===== src/rtl/uart_arb_pkg.sv =====
// Shared types and helpers for the uart_tx byte-transmitter arbiter.
// State encoding, a constant clog2 and the default busy-rise timeout.
package uart_arb_pkg;

  typedef enum logic [1:0] {
    IDLE    = 2'd0,
    ISSUE   = 2'd1,
    WAIT_HI = 2'd2,
    WAIT_LO = 2'd3
  } arb_state_t;

  localparam int DEFAULT_TIMEOUT = 15;

  function automatic int clog2(input int n);
    int r;
    r = 0;
    for (int i = 0; i < 31; i++) begin
      if ((1 << i) < n) r = i + 1;
    end
    return r;
  endfunction

endpackage


===== src/rtl/uart_tx_arbiter_if.sv =====
// Requester-side req/ack bundle plus the uart_tx en/data/busy link.
// master = requesters and uart_tx; slave = the arbiter.
interface uart_tx_arbiter_if
  import uart_arb_pkg::*;
#(
  parameter int N_REQ = 4
);
  localparam int IW = clog2(N_REQ);

  // Handshake: requester k raises req[k] with req_data[8k+7:8k] stable and holds
  // both until the single-cycle ack[k]; it may keep req high with a new byte after.
  // tx_en is a one-cycle pulse to uart_tx; tx_busy is uart_tx's registered busy.
  logic [N_REQ-1:0]   req;
  logic [8*N_REQ-1:0] req_data;
  logic [N_REQ-1:0]   ack;
  logic               tx_en;
  logic [7:0]         tx_data;
  logic               tx_busy;
  logic [IW-1:0]      grant_id;

  modport master (
    output req, req_data, tx_busy,
    input  ack, tx_en, tx_data, grant_id
  );

  modport slave (
    input  req, req_data, tx_busy,
    output ack, tx_en, tx_data, grant_id
  );

endinterface


===== src/rtl/rr_pick.sv =====
// Combinational round-robin picker: first asserted req scanning ptr, ptr+1, ...
// modulo N_REQ. Kept generic for other multi-source arbiters.
module rr_pick
  import uart_arb_pkg::*;
#(
  parameter int N_REQ = 4,
  parameter int IW    = clog2(N_REQ)
) (
  input  logic [N_REQ-1:0] req,
  input  logic [IW-1:0]    ptr,
  output logic             valid,
  output logic [IW-1:0]    idx
);

  logic [2*N_REQ-1:0] dbl;
  logic [N_REQ-1:0]   rot;
  logic [IW:0]        sum;

  always_comb begin
    dbl   = {req, req} >> ptr;
    rot   = dbl[N_REQ-1:0];
    valid = |rot;
    sum   = '0;
    // Descending scan so the smallest offset from ptr wins.
    for (int i = N_REQ - 1; i >= 0; i--) begin
      if (rot[i]) sum = (IW+1)'(i) + {1'b0, ptr};
    end
    if (sum >= (IW+1)'(N_REQ)) sum = sum - (IW+1)'(N_REQ);
    idx = sum[IW-1:0];
  end

endmodule


===== src/rtl/uart_tx_arbiter.sv =====
// Round-robin arbiter feeding one uart_tx from N_REQ requesters, one byte at a time.
// Optional busy-rise watchdog with sticky err output: define UART_ARB_TIMEOUT_EN.
module uart_tx_arbiter
  import uart_arb_pkg::*;
#(
  parameter int N_REQ   = 4,
  parameter int TIMEOUT = DEFAULT_TIMEOUT
) (
  input  logic             clk,
  input  logic             rst,
  uart_tx_arbiter_if.slave bus,
  output arb_state_t       dbg_state
`ifdef UART_ARB_TIMEOUT_EN
  ,
  output logic             err
`endif
);

  localparam int IW = clog2(N_REQ);

  if (N_REQ < 2 || N_REQ > 8 || TIMEOUT < 1 || TIMEOUT > 255) begin : g_bad_param
    $error("uart_tx_arbiter: N_REQ must be 2..8 and TIMEOUT 1..255");
  end

  arb_state_t       state;
  logic [IW-1:0]    ptr;
  logic [IW-1:0]    grant_id_q;
  logic [7:0]       tx_data_q;
  logic             tx_en_q;
  logic [N_REQ-1:0] ack_q;
  logic             pick_valid;
  logic [IW-1:0]    pick_idx;
  logic [7:0]       pick_byte;
  logic [IW-1:0]    ptr_next;
`ifdef UART_ARB_TIMEOUT_EN
  logic [7:0]       wait_cnt;
  logic             err_q;
`endif

  rr_pick #(.N_REQ(N_REQ), .IW(IW)) u_pick (
    .req   (bus.req),
    .ptr   (ptr),
    .valid (pick_valid),
    .idx   (pick_idx)
  );

  always_comb begin
    pick_byte = 8'h00;
    for (int k = 0; k < N_REQ; k++) begin
      if (pick_idx == IW'(k)) pick_byte = bus.req_data[8*k +: 8];
    end
  end

  // The last winner drops to lowest priority for the next arbitration.
  assign ptr_next = (grant_id_q == IW'(N_REQ - 1)) ? '0 : grant_id_q + IW'(1);

  always_ff @(posedge clk) begin
    if (rst) begin
      state      <= IDLE;
      ptr        <= '0;
      grant_id_q <= '0;
      tx_data_q  <= 8'h00;
      tx_en_q    <= 1'b0;
      ack_q      <= '0;
`ifdef UART_ARB_TIMEOUT_EN
      wait_cnt   <= 8'h00;
      err_q      <= 1'b0;
`endif
    end else begin
      tx_en_q <= 1'b0;
      ack_q   <= '0;
      case (state)
        IDLE: begin
          // Also waits out a frame left running by a mid-operation reset.
          if (pick_valid && !bus.tx_busy) begin
            tx_data_q  <= pick_byte;
            grant_id_q <= pick_idx;
            tx_en_q    <= 1'b1;
            ack_q      <= {{(N_REQ-1){1'b0}}, 1'b1} << pick_idx;
            state      <= ISSUE;
          end
        end
        ISSUE: begin
`ifdef UART_ARB_TIMEOUT_EN
          wait_cnt <= 8'h00;
`endif
          state <= WAIT_HI;
        end
        WAIT_HI: begin
          // uart_tx registers busy, so the first cycle here normally sees it low.
          if (bus.tx_busy) begin
            state <= WAIT_LO;
`ifdef UART_ARB_TIMEOUT_EN
          end else if (wait_cnt == 8'(TIMEOUT - 1)) begin
            err_q <= 1'b1;
            ptr   <= ptr_next;
            state <= IDLE;
          end else begin
            wait_cnt <= wait_cnt + 8'd1;
`endif
          end
        end
        WAIT_LO: begin
          // busy falls at the stop bit, so the next issue chains without a gap.
          if (!bus.tx_busy) begin
            ptr   <= ptr_next;
            state <= IDLE;
          end
        end
        default: state <= IDLE;
      endcase
    end
  end

  assign bus.ack      = ack_q;
  assign bus.tx_en    = tx_en_q;
  assign bus.tx_data  = tx_data_q;
  assign bus.grant_id = grant_id_q;
  assign dbg_state    = state;
`ifdef UART_ARB_TIMEOUT_EN
  assign err          = err_q;
`endif

endmodule


===== src/flat_wrapper.sv =====
// flat-port wrapper written by rule: the top's interface ports become plain ports
module uart_tx_arbiter_flat import uart_arb_pkg::*;
#(
  parameter int N_REQ   = 4,
  parameter int TIMEOUT = DEFAULT_TIMEOUT
)
  (clk, rst, dbg_state, bus_req, bus_req_data, bus_tx_busy, bus_ack, bus_tx_en, bus_tx_data, bus_grant_id);
  uart_tx_arbiter_if #(.N_REQ(N_REQ)) bus_i ();
  input  logic clk;
  input  logic rst;
  output arb_state_t dbg_state;
  input wire logic [$bits(bus_i.req)-1:0] bus_req;
  input wire logic [$bits(bus_i.req_data)-1:0] bus_req_data;
  input wire logic [$bits(bus_i.tx_busy)-1:0] bus_tx_busy;
  output wire logic [$bits(bus_i.ack)-1:0] bus_ack;
  output wire logic [$bits(bus_i.tx_en)-1:0] bus_tx_en;
  output wire logic [$bits(bus_i.tx_data)-1:0] bus_tx_data;
  output wire logic [$bits(bus_i.grant_id)-1:0] bus_grant_id;
  assign bus_i.req = bus_req;
  assign bus_i.req_data = bus_req_data;
  assign bus_i.tx_busy = bus_tx_busy;
  assign bus_ack = bus_i.ack;
  assign bus_tx_en = bus_i.tx_en;
  assign bus_tx_data = bus_i.tx_data;
  assign bus_grant_id = bus_i.grant_id;
  uart_tx_arbiter #(.N_REQ(N_REQ), .TIMEOUT(TIMEOUT)) u_core (.clk(clk), .rst(rst), .bus(bus_i), .dbg_state(dbg_state));
endmodule

===== config.mk =====
export PLATFORM = sky130hd
export DESIGN_NAME = uart_tx_arbiter_flat
export DESIGN_NICKNAME = d
export VERILOG_FILES = /design/src/rtl/uart_arb_pkg.sv /design/src/rtl/uart_tx_arbiter_if.sv /design/src/rtl/rr_pick.sv /design/src/rtl/uart_tx_arbiter.sv /design/src/flat_wrapper.sv
export SDC_FILE = /design/constraint.sdc
export NUM_CORES = 1
export LEC_CHECK = 0
export ABC_AREA = 0
export CORE_MARGIN = 3
export CORE_UTILIZATION = 30
export CTS_BUF_LIST = sky130_fd_sc_hd__clkbuf_4 sky130_fd_sc_hd__clkbuf_8
export DETAILED_ROUTE_END_ITERATION = 10
export DONT_BUFFER_PORTS = 1
export GPL_TIMING_DRIVEN = 0
export SYNTH_ARGS = -nofsm -noshare
export SYNTH_HDL_FRONTEND = slang
export SYNTH_HIERARCHICAL = 1
export SYNTH_SLANG_ARGS = --single-unit

===== constraint.sdc =====
create_clock -name clk -period 3.7 [get_ports clk]
set_input_delay 1.11 -clock clk [delete_from_list [all_inputs] [get_ports clk]]
set_output_delay 1.11 -clock clk [all_outputs]
set_load 0.01 [all_outputs]

==> qor.txt <==
Residual overflow from global routing = 0
Largest cells by area after synthesis = dfxtp_1 38%, mux4_2 11%, mux4_1 7.8%, a22o_1 7.0%, ha_1 5.0%
CTS Buf Count = 3
Total Wirelength = 2370 um
Tcrit/Tclk final = 70.3%
Cells after synthesis = 87
Adder-cell share of the synthesized area = 4.98%
Vias/cell = 5.30
Die W = 63.9 um
Simple-gate portion of the synthesized area = 12.2%
Worst-path clk slew = 110 ps
Layout Cells excl Fill = 135
Top cell type's share of synthesized area = 37.9%
Slew @ Worst Pin = 537 ps
ANT nets after route = 0
Layout area overhead = 8.47%
Core area = 3130 um2
Compound-cell area share of the yosys netlist = 13.8%
Maximum vdd ir drop = 177 uV
Nets@finish = 135
I/O pin cnt = 56
Synth Cell Area = 1000 um2
H-tree depth = 1
Gr usage total = 11.5%
Post-Synth XOR/XNOR Area = 0%
CTS resizes = 0
Initial antenna violation count = 0
Inserted Diodes = 0
Dpl cells = 131
Final hold violations = 0
First-pass GRT wire length = 3620 um
DP HPWL = 1910 um
Leak pwr = 0.441 nW
Cell taking the most area after synthesis = dfxtp_1
Gp weighted congestion = 0.603
Yosys reg bits = 19
Post-Syn Nets = 130
WP data required = 3900 ps
Critical path class = primary input to register
DRT iter0 DRCs = 22
Setup bufs post-CTS = 0
CTS Sinks = 19
Final setup violation count = 0
Hold Buf Count CTS = 0
Final min period = 2600 ps
Seq/Total Area, Yosys = 37.9%
Crit path max fanout = 10
Crit path largest cell delay = 510 ps
Share of cells above drive strength 1 = 19.8%
Outcome = finished clean
Setup_tns = 0 ps
Worst Setup End Kind = register
Die Ht = 63.9 um
Clock skew = 11.1 ps
Maximum clock rate = 384 MHz
Critical path cell sequence = inv_1, a221o_1, a21oi_1, buf_6, mux4_2, a22o_1
Mux contribution to synthesized area = 25.2%
Setup repair after global routing missed its margin = no
Power density cells = 529 nW/um2
Crit path DAT = 2800 ps
Root buf cell = clkbuf_4
Most frequent cells in the layout = 19 x dfxtp_1, 8 x inv_1, 8 x a22o_1
Worst slew margin = 64.2%
Drt first pass iters = 4
Via count = 716
Max Root-Sink Buffers = 2
CTS tree = done
Effective utilization at floorplan = 32.1%
Vias in the first global route = 723
Yosys warns = 6
Max stage delay cell, worst path = mux4_2
Nature of the critical path startpoint = primary input
Synth unique cells = 27
Most common cell after layout, fill and taps aside = dfxtp_1
IO Port Bufs = 0
Worst min-delay path class = register to register
Clk Latency, worst-skew pair = 300 ps
Largest net degree at the start of global routing = 13
Site row count = 20
Syn avg cell area = 11.5 um2
DR WL/cell = 17.5 um
Die area = 4080 um2
MaxCap Viol Count = 0
Max Slew Vio Count = 0
Largest family of logic cells by synthesized area = multiplexers
Post-route DRC = 0
==> state kept, by name, summed over array words and instances, names as in the netlist <==
register and flops:
u_core/bus.tx_data 8, u_core/bus.grant_id 2, u_core/dbg_state 2, u_core/ptr 2
u_core/bus.ack 4, u_core/bus.tx_en 1
==> cell usage after synthesis <==
| library cell | n |
|---|---|
| nor4_1 | 1 |
| a211oi_1 | 2 |
| nand3b_4 | 1 |
| ha_1 | 4 |
| nor2_1 | 7 |
| inv_1 | 8 |
| buf_1 | 1 |
| a221o_1 | 1 |
| nand2_1 | 1 |
| dfxtp_1 | 19 |
| o32a_1 | 1 |
| o21ai_1 | 1 |
| mux4_1 | 3 |
| a21oi_1 | 4 |
| and3b_2 | 1 |
| nor2b_1 | 2 |
| and3_2 | 1 |
| mux4_2 | 5 |
| mux2_2 | 1 |
| nand2b_1 | 3 |
| mux2i_1 | 5 |
| a22o_1 | 8 |
| and4bb_2 | 1 |
| buf_6 | 1 |
| buf_2 | 3 |
| o221ai_1 | 1 |
| nand3_1 | 1 |
==> critical path: cells and delay by family <==
family,cells,cell delay (ps)
compound gates,3,910
buf+inv,2,260
mux,1,510
==> final cells by class <==
class	count	area, um2
fill	327	2040
multi-input combinational	55	564
sequential	19	380
tap	44	55.1
buffer	5	30.0
inverter	8	30.0
clock buffer	3	22.5
clock inverter	1	7.51
==> report_power, final <==
part	switching (mW)	total, mW	internal (mW)
sequential	0.0476	0.290	0.242
combinational	0.0845	0.174	0.0896
clock	0.0715	0.113	0.0411
total	0.204	0.576	0.373
==> routing by layer <==
metal  up-vias  GRT usage, %  wire length (um)  part of all wire (%)
met5         -             0                 0                     0
met3         2          5.10               270                    11
met2        40          20.5              1170                    49
met4         0          3.23                 9                  0.38
li1        336             -                 -                     -
met1       338          12.2               915                    39
==> worst paths after layout <==
path | startpoint | endpoint | slack (ps) | cells after the start
worst min-delay path | u_core/ptr[0] | u_core/ptr[0] | 560 | 2
worst max-delay path | bus_req[1] | u_core/bus.tx_data[1] | 1100 | 6
worst max register to register | u_core/ptr[0] | u_core/bus.tx_data[1] | 1480 | 6
worst min register to register | u_core/ptr[0] | u_core/ptr[0] | 560 | 2
==> through the flow <==
step | hold slack [ps] | worst slack (ps) | instance area, um2 | util (%) | power (mW)
final | 562 | 1100 | 1090 | 34.8 | 0.576
after global routing | 591 | 1020 | 1090 | 34.8 | 0.618
after CTS | 567 | 1110 | 1090 | 34.8 | 0.589
after detailed placement | 541 | 779 | 1060 | 33.9 | 0.471
after global placement | 534 | 793 | 1060 | 33.9 | 0.458
after floorplan | 497 | 947 | 1000 | - | 0.433
==> logic make-up after synthesis <==
| logic type | after synthesis |
|---|---|
| AND/OR/NAND/NOR | 19 |
| flip-flops | 19 |
| AO/OA/AOI/OAI | 18 |
| multiplexers | 14 |
| buffers and inverters | 13 |
| adder cells (fa/ha/maj) | 4 |
(Power assumes the default switching activity.)
==> variant: new RTL, same flow settings <==
`N_REQ` is set to 4 in 4 places; all go to 6.
--- a/src/rtl/uart_tx_arbiter_if.sv
+++ b/src/rtl/uart_tx_arbiter_if.sv
@@ -3,7 +3,7 @@
 interface uart_tx_arbiter_if
   import uart_arb_pkg::*;
 #(
-  parameter int N_REQ = 4
+  parameter int N_REQ = 6
 );
   localparam int IW = clog2(N_REQ);
 
--- a/src/rtl/rr_pick.sv
+++ b/src/rtl/rr_pick.sv
@@ -3,7 +3,7 @@
 module rr_pick
   import uart_arb_pkg::*;
 #(
-  parameter int N_REQ = 4,
+  parameter int N_REQ = 6,
   parameter int IW    = clog2(N_REQ)
 ) (
   input  logic [N_REQ-1:0] req,
--- a/src/rtl/uart_tx_arbiter.sv
+++ b/src/rtl/uart_tx_arbiter.sv
@@ -3,7 +3,7 @@
 module uart_tx_arbiter
   import uart_arb_pkg::*;
 #(
-  parameter int N_REQ   = 4,
+  parameter int N_REQ   = 6,
   parameter int TIMEOUT = DEFAULT_TIMEOUT
 ) (
   input  logic             clk,
--- a/src/flat_wrapper.sv
+++ b/src/flat_wrapper.sv
@@ -1,7 +1,7 @@
 // flat-port wrapper written by rule: the top's interface ports become plain ports
 module uart_tx_arbiter_flat import uart_arb_pkg::*;
 #(
-  parameter int N_REQ   = 4,
+  parameter int N_REQ   = 6,
   parameter int TIMEOUT = DEFAULT_TIMEOUT
 )
   (clk, rst, dbg_state, bus_req, bus_req_data, bus_tx_busy, bus_ack, bus_tx_en, bus_tx_data, bus_grant_id);
Ports: changed (resized bus_ack, bus_grant_id, bus_req and bus_req_data); port bits go from 56 to 77. The function was not compared with the original's and may differ.
==> variant against the unedited design <==
The run now ends with setup timing left; power up 73%; cell count rose to 2.6 times the old value; sequential cell count up 4; first-iteration DRC count rose to 9.1 times the old value; global-route usage up 1.7 points; setup slack worse by 1.1 ns; fmax down 30%; routed wire length rose to 2.5 times the old value; die area up 100%; synthesized area up 120%; design area up 130%; largest cell class unchanged; highest routed layer unchanged.
==> variant: results (changes against the unedited design) <==
Root Driver: clkbuf_8 (was clkbuf_4)
WHS: 0.5417 ns (was 0.5623 ns)
Worst Hold Endpoint: u_core/bus.tx_data[1]$_SDFFE_PP0N_ (was u_core/ptr[0]$_SDFFE_PP0P_)
Global routing usage on met1: 17.48% (was 12.16%)
Setup Fix Bufs, Post-CTS: 1 (was 0)
Final setup fails: 2 (was 0)
Layout Nets: 315 (was 135)
Post-Synth XOR/XNOR Area: 0.4002% (was 0%)
DP Area: 2326 um^2 (was 1060 um^2)
Via Count: 1934 (was 716)
Placed insts: 336 (was 131)
Initial antenna violation count: 2 (was 0)
Vias per cell: 5.590 (was 5.304)
Detailed router's first-iteration violation count: 201 (was 22)
Failing checks: setup timing
Outcome: finished, violations left (was finished clean)
GR Util met3: 2.568% (was 5.097%)
Setup ws final: -0.005588 ns (was 1.099 ns)
Worst-path clk slew: 0.09 ns (was 0.11 ns)
Dpl hpwl: 4531 um (was 1914 um)
FF-to-FF path depth: 13 (was 6)
Worst slack, placed: -0.4248 ns (was 0.7794 ns)
Largest cells by area after synthesis: dfxtp_1 21%, mux4_2 8.2%, mux2i_1 6.9% (was dfxtp_1 38%, mux4_2 11%, mux4_1 7.8%)
Met3 Wirelength: 271 um (was 270 um)
Synth Area in Compound Gates: 23.50% (was 13.82%)
variant: changes by cell type in the layout (fill, tap and decap cells not counted), moves of 5 or more:
cell / change
nor2_1: +15
nand2_1: +11
a22o_1: -8
mux2i_1: +8
nand3b_1: +8
o21ai_0: +7
o21ai_1: +7
buf_6: +6
mux2_4: +6
buf_4: +5
ha_1: +5
o22a_1: +5
o22ai_1: +5
variant: area by class of cell:
type / count / share of cell area (%)
clock inverters: 1 / 0.1992
clock buffers: 3 / 1.643
inverters: 13 / 2.092
plain buffers: 18 / 5.976
repair buffers: 4 / 1.892
well taps: 96 / 4.781
multi-input cells: 186 / 64.89
diodes: 2 / 0.1992
flip-flops and latches: 23 / 18.33
variant: power groups by stage:
stage	logic, uW	registers [uW]	clock network, uW
after global routing	547	342	174
after global placement	448	343	0
final	502	336	156
after CTS	468	338	160
after detailed placement	454	344	0
after floorplan	376	330	0
variant: worst max path at each step:
stage / from / slack, ns / endpoint
global placement: bus_req[5] / -0.39 / u_core/bus.tx_data[4]$_SDFFE_PP0N_
global route: bus_req[5] / -0.08 / u_core/bus.tx_data[4]$_SDFFE_PP0N_
finish: bus_req[5] / -0.006 / u_core/bus.tx_data[4]$_SDFFE_PP0N_
floorplan: bus_req[5] / -0.1 / u_core/bus.tx_data[4]$_SDFFE_PP0N_
CTS: bus_req[5] / 0.01 / u_core/bus.tx_data[6]$_SDFFE_PP0N_
detailed placement: bus_req[5] / -0.42 / u_core/bus.tx_data[4]$_SDFFE_PP0N_
variant: worst max-delay path: stages:
cell,delay [ns]
buf_12,0.11
mux4_2,0.50
mux2_4,0.31
and3_4,0.19
a2111oi_4,0.42
o2bb2ai_2,0.10
mux2i_2,0.27
buf_6,0.18
mux2_4,0.30
o22a_1,0.22
nor2_1,0.10
o21ai_1,0.06
